<file path="config.mk">
export PLATFORM = sky130hd
export DESIGN_NAME = ifu_fetch
export DESIGN_NICKNAME = d
export VERILOG_FILES = /design/src/rtl/ifu_fetch.sv
export SDC_FILE = /design/constraint.sdc
export NUM_CORES = 1
export LEC_CHECK = 0
export ABC_AREA = 0
export CAP_MARGIN = 5
export CORE_ASPECT_RATIO = 0.75
export CORE_MARGIN = 5
export CORE_UTILIZATION = 40
export CTS_BUF_LIST = sky130_fd_sc_hd__clkbuf_4 sky130_fd_sc_hd__clkbuf_8
export DETAILED_ROUTE_END_ITERATION = 8
export MAX_ROUTING_LAYER = met4
export RECOVER_POWER = 100
export SYNTH_ARGS = -nofsm -noshare
export SYNTH_HDL_FRONTEND = slang
export SYNTH_SLANG_ARGS = --single-unit
</file>
<file path="constraint.sdc">
create_clock -name clk -period 8.7 [get_ports clk]
set_input_delay 2.61 -clock clk [delete_from_list [all_inputs] [get_ports clk]]
set_output_delay 2.61 -clock clk [all_outputs]
set_load 0.02 [all_outputs]
</file>
<file path="src/rtl/ifu_fetch.sv">
// Instruction fetch stage: pipelined requests to a variable-latency imem, a small
// return buffer, and a pc/snpc/inst/fault handshake toward the RV32E core.
module ifu_fetch #(
    parameter logic [31:0] RESET_PC   = 32'h8000_0000,
    parameter int unsigned FIFO_DEPTH = 2
) (
    input  logic        clk,
    input  logic        rst,
    output logic        imem_req_valid,
    input  logic        imem_req_ready,
    output logic [31:0] imem_req_addr,
    input  logic        imem_rsp_valid,
    input  logic [31:0] imem_rsp_data,
    input  logic        imem_rsp_err,
    input  logic        redirect_valid,
    input  logic [31:0] redirect_pc,
    output logic        out_valid,
    input  logic        out_ready,
    output logic [31:0] out_pc,
    output logic [31:0] out_snpc,
    output logic [31:0] out_inst,
    output logic        out_fault
);

    localparam int CW = $clog2(FIFO_DEPTH + 1);
    localparam int PW = $clog2(FIFO_DEPTH);
    localparam logic [CW:0] DEPTH_C = (CW + 1)'(FIFO_DEPTH);

    // Handshakes: a transfer happens on a cycle where valid && ready are both high;
    // valid may drop without a transfer (requests are withdrawn on redirect/halt),
    // and responses carry no ready: each one is consumed in the cycle it is valid.

    typedef enum logic {
        RUN  = 1'b0,
        HALT = 1'b1
    } state_t;

    state_t         state_q, state_d;
    logic [31:0]    fetch_pc_q, resp_pc_q;
    logic [CW-1:0]  outstanding_q, outstanding_d;
    logic [CW-1:0]  count_q, drop_cnt_q;
    logic [PW-1:0]  rd_ptr_q, wr_ptr_q;

    logic [31:0]    pc_mem    [FIFO_DEPTH];
    logic [31:0]    inst_mem  [FIFO_DEPTH];
    logic           fault_mem [FIFO_DEPTH];

    logic req_fire, rsp_acc, drop_rsp, push, pop, rsp_fault, misaligned, credit_ok;

    assign rsp_acc    = imem_rsp_valid && (outstanding_q != '0);
    assign drop_rsp   = rsp_acc && (drop_cnt_q != '0);
    assign push       = rsp_acc && !drop_rsp && !redirect_valid;
    assign rsp_fault  = push && imem_rsp_err;
    assign pop        = out_valid && out_ready && !redirect_valid;
    assign misaligned = redirect_valid && (redirect_pc[1:0] != 2'b00);
    assign credit_ok  = ({1'b0, outstanding_q} + {1'b0, count_q}) < DEPTH_C;
    assign req_fire   = imem_req_valid && imem_req_ready;

    assign outstanding_d = outstanding_q + CW'(req_fire) - CW'(rsp_acc);

    // FSM: state register
    always_ff @(posedge clk or negedge rst) begin
        if (!rst) begin
            state_q <= RUN;
        end else begin
            state_q <= state_d;
        end
    end

    // FSM: next state
    always_comb begin
        state_d = state_q;
        if (redirect_valid) begin
            state_d = misaligned ? HALT : RUN;
        end else if (rsp_fault) begin
            state_d = HALT;
        end
    end

    // FSM: request outputs; held low while in reset so every output reads 0
    always_comb begin
        imem_req_valid = rst && (state_q == RUN) && !redirect_valid && credit_ok;
        imem_req_addr  = imem_req_valid ? fetch_pc_q : 32'h0;
    end

    always_ff @(posedge clk or negedge rst) begin
        if (!rst) begin
            fetch_pc_q    <= RESET_PC;
            resp_pc_q     <= RESET_PC;
            outstanding_q <= '0;
            count_q       <= '0;
            drop_cnt_q    <= '0;
            rd_ptr_q      <= '0;
            wr_ptr_q      <= '0;
        end else begin
            outstanding_q <= outstanding_d;
            if (redirect_valid) begin
                // Everything in flight is stale; a response landing now is one of them.
                fetch_pc_q <= redirect_pc;
                resp_pc_q  <= redirect_pc;
                drop_cnt_q <= outstanding_q - CW'(rsp_acc);
                rd_ptr_q   <= '0;
                wr_ptr_q   <= misaligned ? PW'(1) : '0;
                count_q    <= misaligned ? CW'(1) : '0;
            end else begin
                if (req_fire) begin
                    fetch_pc_q <= fetch_pc_q + 32'd4;
                end
                if (drop_rsp) begin
                    drop_cnt_q <= drop_cnt_q - CW'(1);
                end else if (rsp_fault) begin
                    drop_cnt_q <= outstanding_d;
                end
                if (push) begin
                    resp_pc_q <= resp_pc_q + 32'd4;
                    wr_ptr_q  <= wr_ptr_q + PW'(1);
                end
                if (pop) begin
                    rd_ptr_q <= rd_ptr_q + PW'(1);
                end
                count_q <= count_q + CW'(push) - CW'(pop);
            end
        end
    end

    // Buffer storage needs no reset: out_valid masks every unwritten slot.
    always_ff @(posedge clk) begin
        if (misaligned) begin
            pc_mem[0]    <= redirect_pc;
            inst_mem[0]  <= 32'h0;
            fault_mem[0] <= 1'b1;
        end else if (push) begin
            pc_mem[wr_ptr_q]    <= resp_pc_q;
            inst_mem[wr_ptr_q]  <= imem_rsp_data;
            fault_mem[wr_ptr_q] <= imem_rsp_err;
        end
    end

    always_comb begin
        out_valid = (count_q != '0);
        out_pc    = out_valid ? pc_mem[rd_ptr_q] : 32'h0;
        out_snpc  = out_valid ? pc_mem[rd_ptr_q] + 32'd4 : 32'h0;
        out_inst  = out_valid ? inst_mem[rd_ptr_q] : 32'h0;
        out_fault = out_valid ? fault_mem[rd_ptr_q] : 1'b0;
    end

    a_no_orphan_rsp: assert property (@(posedge clk) disable iff (!rst)
        !(imem_rsp_valid && (outstanding_q == '0)));

    a_credit: assert property (@(posedge clk) disable iff (!rst)
        (({1'b0, outstanding_q} + {1'b0, count_q}) <= DEPTH_C));

endmodule

</file>
# ---- Yosys cells after proc, flatten, opt, wreduce, memory -nomap -nowiden
# Memory sizes are Yosys's and may differ from the RTL's.
# Index checks and enable logic that the tools add are counted.
dict set report classes {
  add_sub_neg 12
  magnitude_cmp 1
  mux 34
  n_bitwise 1
  reduce_logical 26
}
# cell count
set op_table {}
lappend op_table {{32-bit two-way mux} 10}
lappend op_table {{32-bit by 3-bit adder with 32-bit output (second input constant)} 3}
lappend op_table {{32-bit OR reduction} 2}
lappend op_table {{1-bit two-way mux} 20}
lappend op_table {{2-bit nonzero test} 8}
lappend op_table {{1-bit logical AND} 12}
lappend op_table {{2-bit two-way mux} 4}
lappend op_table {{2-bit by 1-bit subtractor with 2-bit output} 3}
lappend op_table {{2-bit by 1-bit adder with 2-bit output} 2}
lappend op_table {{2-bit by 2-bit adder with 3-bit output} 1}
lappend op_table {{3-bit by 2-bit less-than comparator with 1-bit output (second input constant)} 1}
lappend op_table {{3-bit nonzero test} 1}
lappend op_table {{1-bit adder (second input constant)} 2}
lappend op_table {{1-bit logical NOT} 2}
lappend op_table {{2-bit by 1-bit subtractor with 2-bit output (second input constant)} 1}
lappend op_table {{1-bit inverter} 1}
lappend op_table {{1-bit OR reduction} 1}
dict set report word_totals {
  regBits 73
  mem_bits_rw 130
  output_inout_bits 131
  word_cells 85
  mem_count 3
}
# memory words width rd rd_clocked_by_memory_dff write_ports line_no
set memory_table {}
lappend memory_table {inst_mem 2 32 1 0 1 45} ;# logic [31:0] inst_mem [FIFO_DEPTH];
lappend memory_table {pc_mem 2 32 1 0 1 44} ;# logic [31:0] pc_mem [FIFO_DEPTH];
lappend memory_table {fault_mem 2 1 1 0 1 46} ;# logic fault_mem [FIFO_DEPTH];

# ---- Depth between registers and ports, before layout
dict set report logic_depth {
  word_depth 11
  ltp_mapped 15
  ltp_nobuf 13
}

# ---- Worst setup path before layout
# No wires, ideal clock.
dict set report synth_timing {
  path_type {input to register}
  start {in redirect_valid}
  end {mem fault_mem[0] (enable)}
  setup_time_ps 585
  arrival_ps 8027
  required_ps 8115
  setup_slack_ps 88
  path_stages 4
  path_cell_list {buf_2 clkbuf_1 buf_1 o31ai_1}
}
dict set report synth_via {
  elab_chain_len 7
}
# element line_no
set synth_rtl {}
lappend synth_rtl {{start, declared} 15} ;# input logic redirect_valid,
lappend synth_rtl {{1-bit logical NOT} 52} ;# assign push = rsp_acc && !drop_rsp && !redirect_valid;
lappend synth_rtl {{1-bit logical AND} 52}
lappend synth_rtl {{1-bit two-way mux} 132} ;# end else if (push) begin
lappend synth_rtl {{1-bit two-way mux} 128} ;# if (misaligned) begin
lappend synth_rtl {{1-bit two-way mux (not written as such)} 135} ;# fault_mem[wr_ptr_q] <= imem_rsp_err;
lappend synth_rtl {{1-bit OR reduction (no source line)} n/a}
lappend synth_rtl {{1-bit two-way mux (no source line)} n/a}
lappend synth_rtl {{end, declared} 46}
# Parallel ways exist; a longest one is shown, timed or not.

# ---- Worst setup path in the final report
dict set report layout_timing {
  start {in rst}
  end {out imem_req_addr[1]}
}
dict set report layout_via {
  elab_chain_len 4
}
# element line_no
set layout_rtl {}
lappend layout_rtl {{start, declared} 8} ;# input logic rst,
lappend layout_rtl {{1-bit logical AND (3 in series)} 82} ;# imem_req_valid = rst && (state_q == RUN) && !redirect_valid && credit_ok;
lappend layout_rtl {{32-bit two-way mux} 83} ;# imem_req_addr = imem_req_valid ? fetch_pc_q : 32'h0;
lappend layout_rtl {{end, declared} 11} ;# output logic [31:0] imem_req_addr,
# No other way between the ends.

==> flow_summary.toml <==
[yosys]
synthCells = 993
syn-cell-area_mm2 = 0.01080
synth-edff-count = 130
yosys_most_used_dff = "edfxtp_1"
synth_nets = 1074
synth_seq_cells = 203
ys_types = 58
syn_area_per_cell_um2 = 10.88
yosys_warnings = 0
synth_seq_area_share_pct = 53.06
ys_async_sr_fraction_pct = 35.96

[clock_network]
path_clk_slew_ns = 0.05
cts_tree = "built"
cts.repair.resized = 0
cts_setup_buffers = 0
cts_made_buffers = 35
cts.path.max_buffers = 3
clkLatencyLatePin_ns = 0.50
cts_hold_buf = 0
cts-root-buf = "clkbuf_8"
htree_levels = 2
cts.sinks = 203

[power]
p_leak_nw = 5.537
power.density_mw_per_mm2 = 224.6
ir_worst_vdd_v = 0.00009985

[sta]
period_share_pct = 85.25
setup_ws_ns = 1.283
worstMarginPinSlew_ns = 3.216
skew_ns = 0.01896
fmax_mhz = 134.8
setup_violations = 0
hold_ws_ns = 0.5190
period_needed_ns = 7.417
relSlewSlack_pct = -114.4
rsz0062_at_grt = "no"
hold_violations = 0
drv_slew = 324
tns_ns = 0

[floorplan]
start_util_pct = 40.31
ios = 202
dieHeight_um = 152.3
fp.dieArea_mm2 = 0.03043
core_mm2 = 0.02681
num_rows = 52
die_w_um = 199.8

[route]
drtIter0Drc = 492
dr.pass1.iters = 5
routed_wl_um = 29100
wire_per_inst_um = 18.64
drc = 0
viasPerCell = 5.281
vias = 8243
ant_nets = 0

[global_route]
grt-busiest-layer = "met1"
grt_use_total_pct = 19.10
first_global_vias = 7726
grt_max_degree = 81
overflow = 0
use_met1_pct = 31.90
grtUsageMet3_pct = 3.006
use_met2_pct = 23.96
antenna_found_initial = 0
grt_pass1_wl_um = 45220

[worst_setup_path]
path_cells = "clkbuf_1, and3_1, dlygate4sd3_1"
r2r-start = "outstanding_q[0]$_DFF_PN0_"
path_buf_inv = 2
cpPeakStageDelay_ns = 1.13
cp-startpoint = "rst"
critPathTopFamily = "buffers and inverters"
cp_max_fo = 44
reg2reg_slack_ns = 3.60
worstPathArrival_ns = 4.81
end_kind = "output pin"
startpoint_type = "input pin"
crit_path_top_delay_cell = "clkbuf_1"
worst_ep_required_time_ns = 6.09
critPathKind = "in -> out"

[final_layout]
layout_common_cells = "edfxtp_1, dlygate4sd3_1, nor2_1"
stdcell_area_mm2 = 0.01375
area_delta_synth_final_pct = 27.30
post-route-util_pct = 51.31
diodes = 0
fill_cells = 2511
layout-drive-gt1-share_pct = 8.099
layout_commonest_cell = "edfxtp_1"
nets = 1266

[min_path]
hold_path_class = "reg -> reg"
min_from = "fetch_pc_q[1]$_DFFE_PN0P_"

[placement]
portBuffers = 201
place_ws_ns = 1.919
post_dp_cell_area_mm2 = 0.01311
hpwlAfterDp_um = 20410
gp_congestion = 0.8724

[status]
failed_checks = "max-capacitance violations, max-slew violations"
status = "finished with violations"

[run]
max-cap-violations = 7
## per-layer routing
metal  vias up  share of wire [%]  wire [um]
met4         0                1.5        446
met3        34                5.7       1651
met5         -                  0          0
met2       246                 38      11130
li1       4046                  -          -
met1      3917                 55      15870
## path summary, 6_finish.rpt
check                           depth (start not counted)                    endpoint
worst max-delay path                                    3            imem_req_addr[1]
worst min-delay path                                    2   fetch_pc_q[1]$_DFFE_PN0P_
worst max register to register                         15   drop_cnt_q[1]$_DFFE_PN0P_
worst min register to register                          2   fetch_pc_q[1]$_DFFE_PN0P_
max in group asynchronous                               2        rd_ptr_q$_DFFE_PN0P_
min in group asynchronous                               1  fetch_pc_q[18]$_DFFE_PN0P_
## flip-flops by register name, summed over array words and instances, names as in the netlist
name,flops
inst_mem,64
pc_mem,64
fetch_pc_q,32
resp_pc_q,32
count_q,2
drop_cnt_q,2
fault_mem,2
outstanding_q,2
rd_ptr_q,1
state_q,1
wr_ptr_q,1
## Yosys cell counts, drive strengths merged (17+ instances only)
master	instances	area share, %
buf	22	1.1
edfxtp	130	36
nor2	105	3.6
nand4	24	1.5
and3	78	4.5
nor3	18	0.83
xnor2	37	3.0
xor2	18	1.5
inv	28	0.97
dfrtp	71	16
nand2	73	2.5
nand3	46	2.1
a21oi	17	0.79
clkbuf	35	1.2
mux2i	62	5.7
mux2	43	4.5
o21ai	51	2.4
## report_power, final
group	switching, W	total (W)	leakage, nW	internal [W]
Clock	0.000367	0.000854	0.378	0.000487
Sequential	0.000103	0.00123	2.14	0.00113
Combinational	0.000574	0.00100	3.02	0.000427
## cells by family (layout without fill, tap and decap cells)
| logic type | count (synthesis) | in the layout | synth area share [%] |
|---|---|---|---|
| AO/OA/AOI/OAI | 134 | 134 | 8.234 |
| XOR/XNOR | 56 | 56 | 4.667 |
| flip-flops | 203 | 203 | 53.06 |
| buffers and inverters | 85 | 302 | 3.301 |
| adder cells (fa/ha/maj) | 10 | 10 | 1.228 |
| multiplexers | 105 | 105 | 10.23 |
| AND/OR/NAND/NOR | 400 | 400 | 19.28 |
## area by class of cell
| type | count | area [um2] | share of cell area, % |
|---|---|---|---|
| clock inverter | 5 | 22.52 | 0.1638 |
| clock buffer | 57 | 671.9 | 4.885 |
| timing repair buffer | 212 | 2057 | 14.96 |
| inverter | 28 | 105.1 | 0.7642 |
| multi-input combinational | 705 | 4721 | 34.32 |
| sequential | 203 | 5737 | 41.71 |
| tap | 351 | 439.2 | 3.193 |
## worst reg2reg max path, delay by kind of cell, from the launching register on
kind / cells / cell delay, ns
adder cells (fa/ha/maj): 3 / 1.05
flip-flops: 1 / 0.44
buffers and inverters: 4 / 1.78
AND/OR/NAND/NOR: 4 / 0.80
XOR/XNOR: 1 / 0.25
AO/OA/AOI/OAI: 3 / 0.69
## metrics by stage
step,std cells,total power [W]
floorplan,993,0.001864
global placement,1499,0.002308
detailed placement,1499,0.002315
CTS,1561,0.003178
global route,1561,0.003267
finish,1561,0.003089
Note: power is estimated with default switching activity, not from simulation.
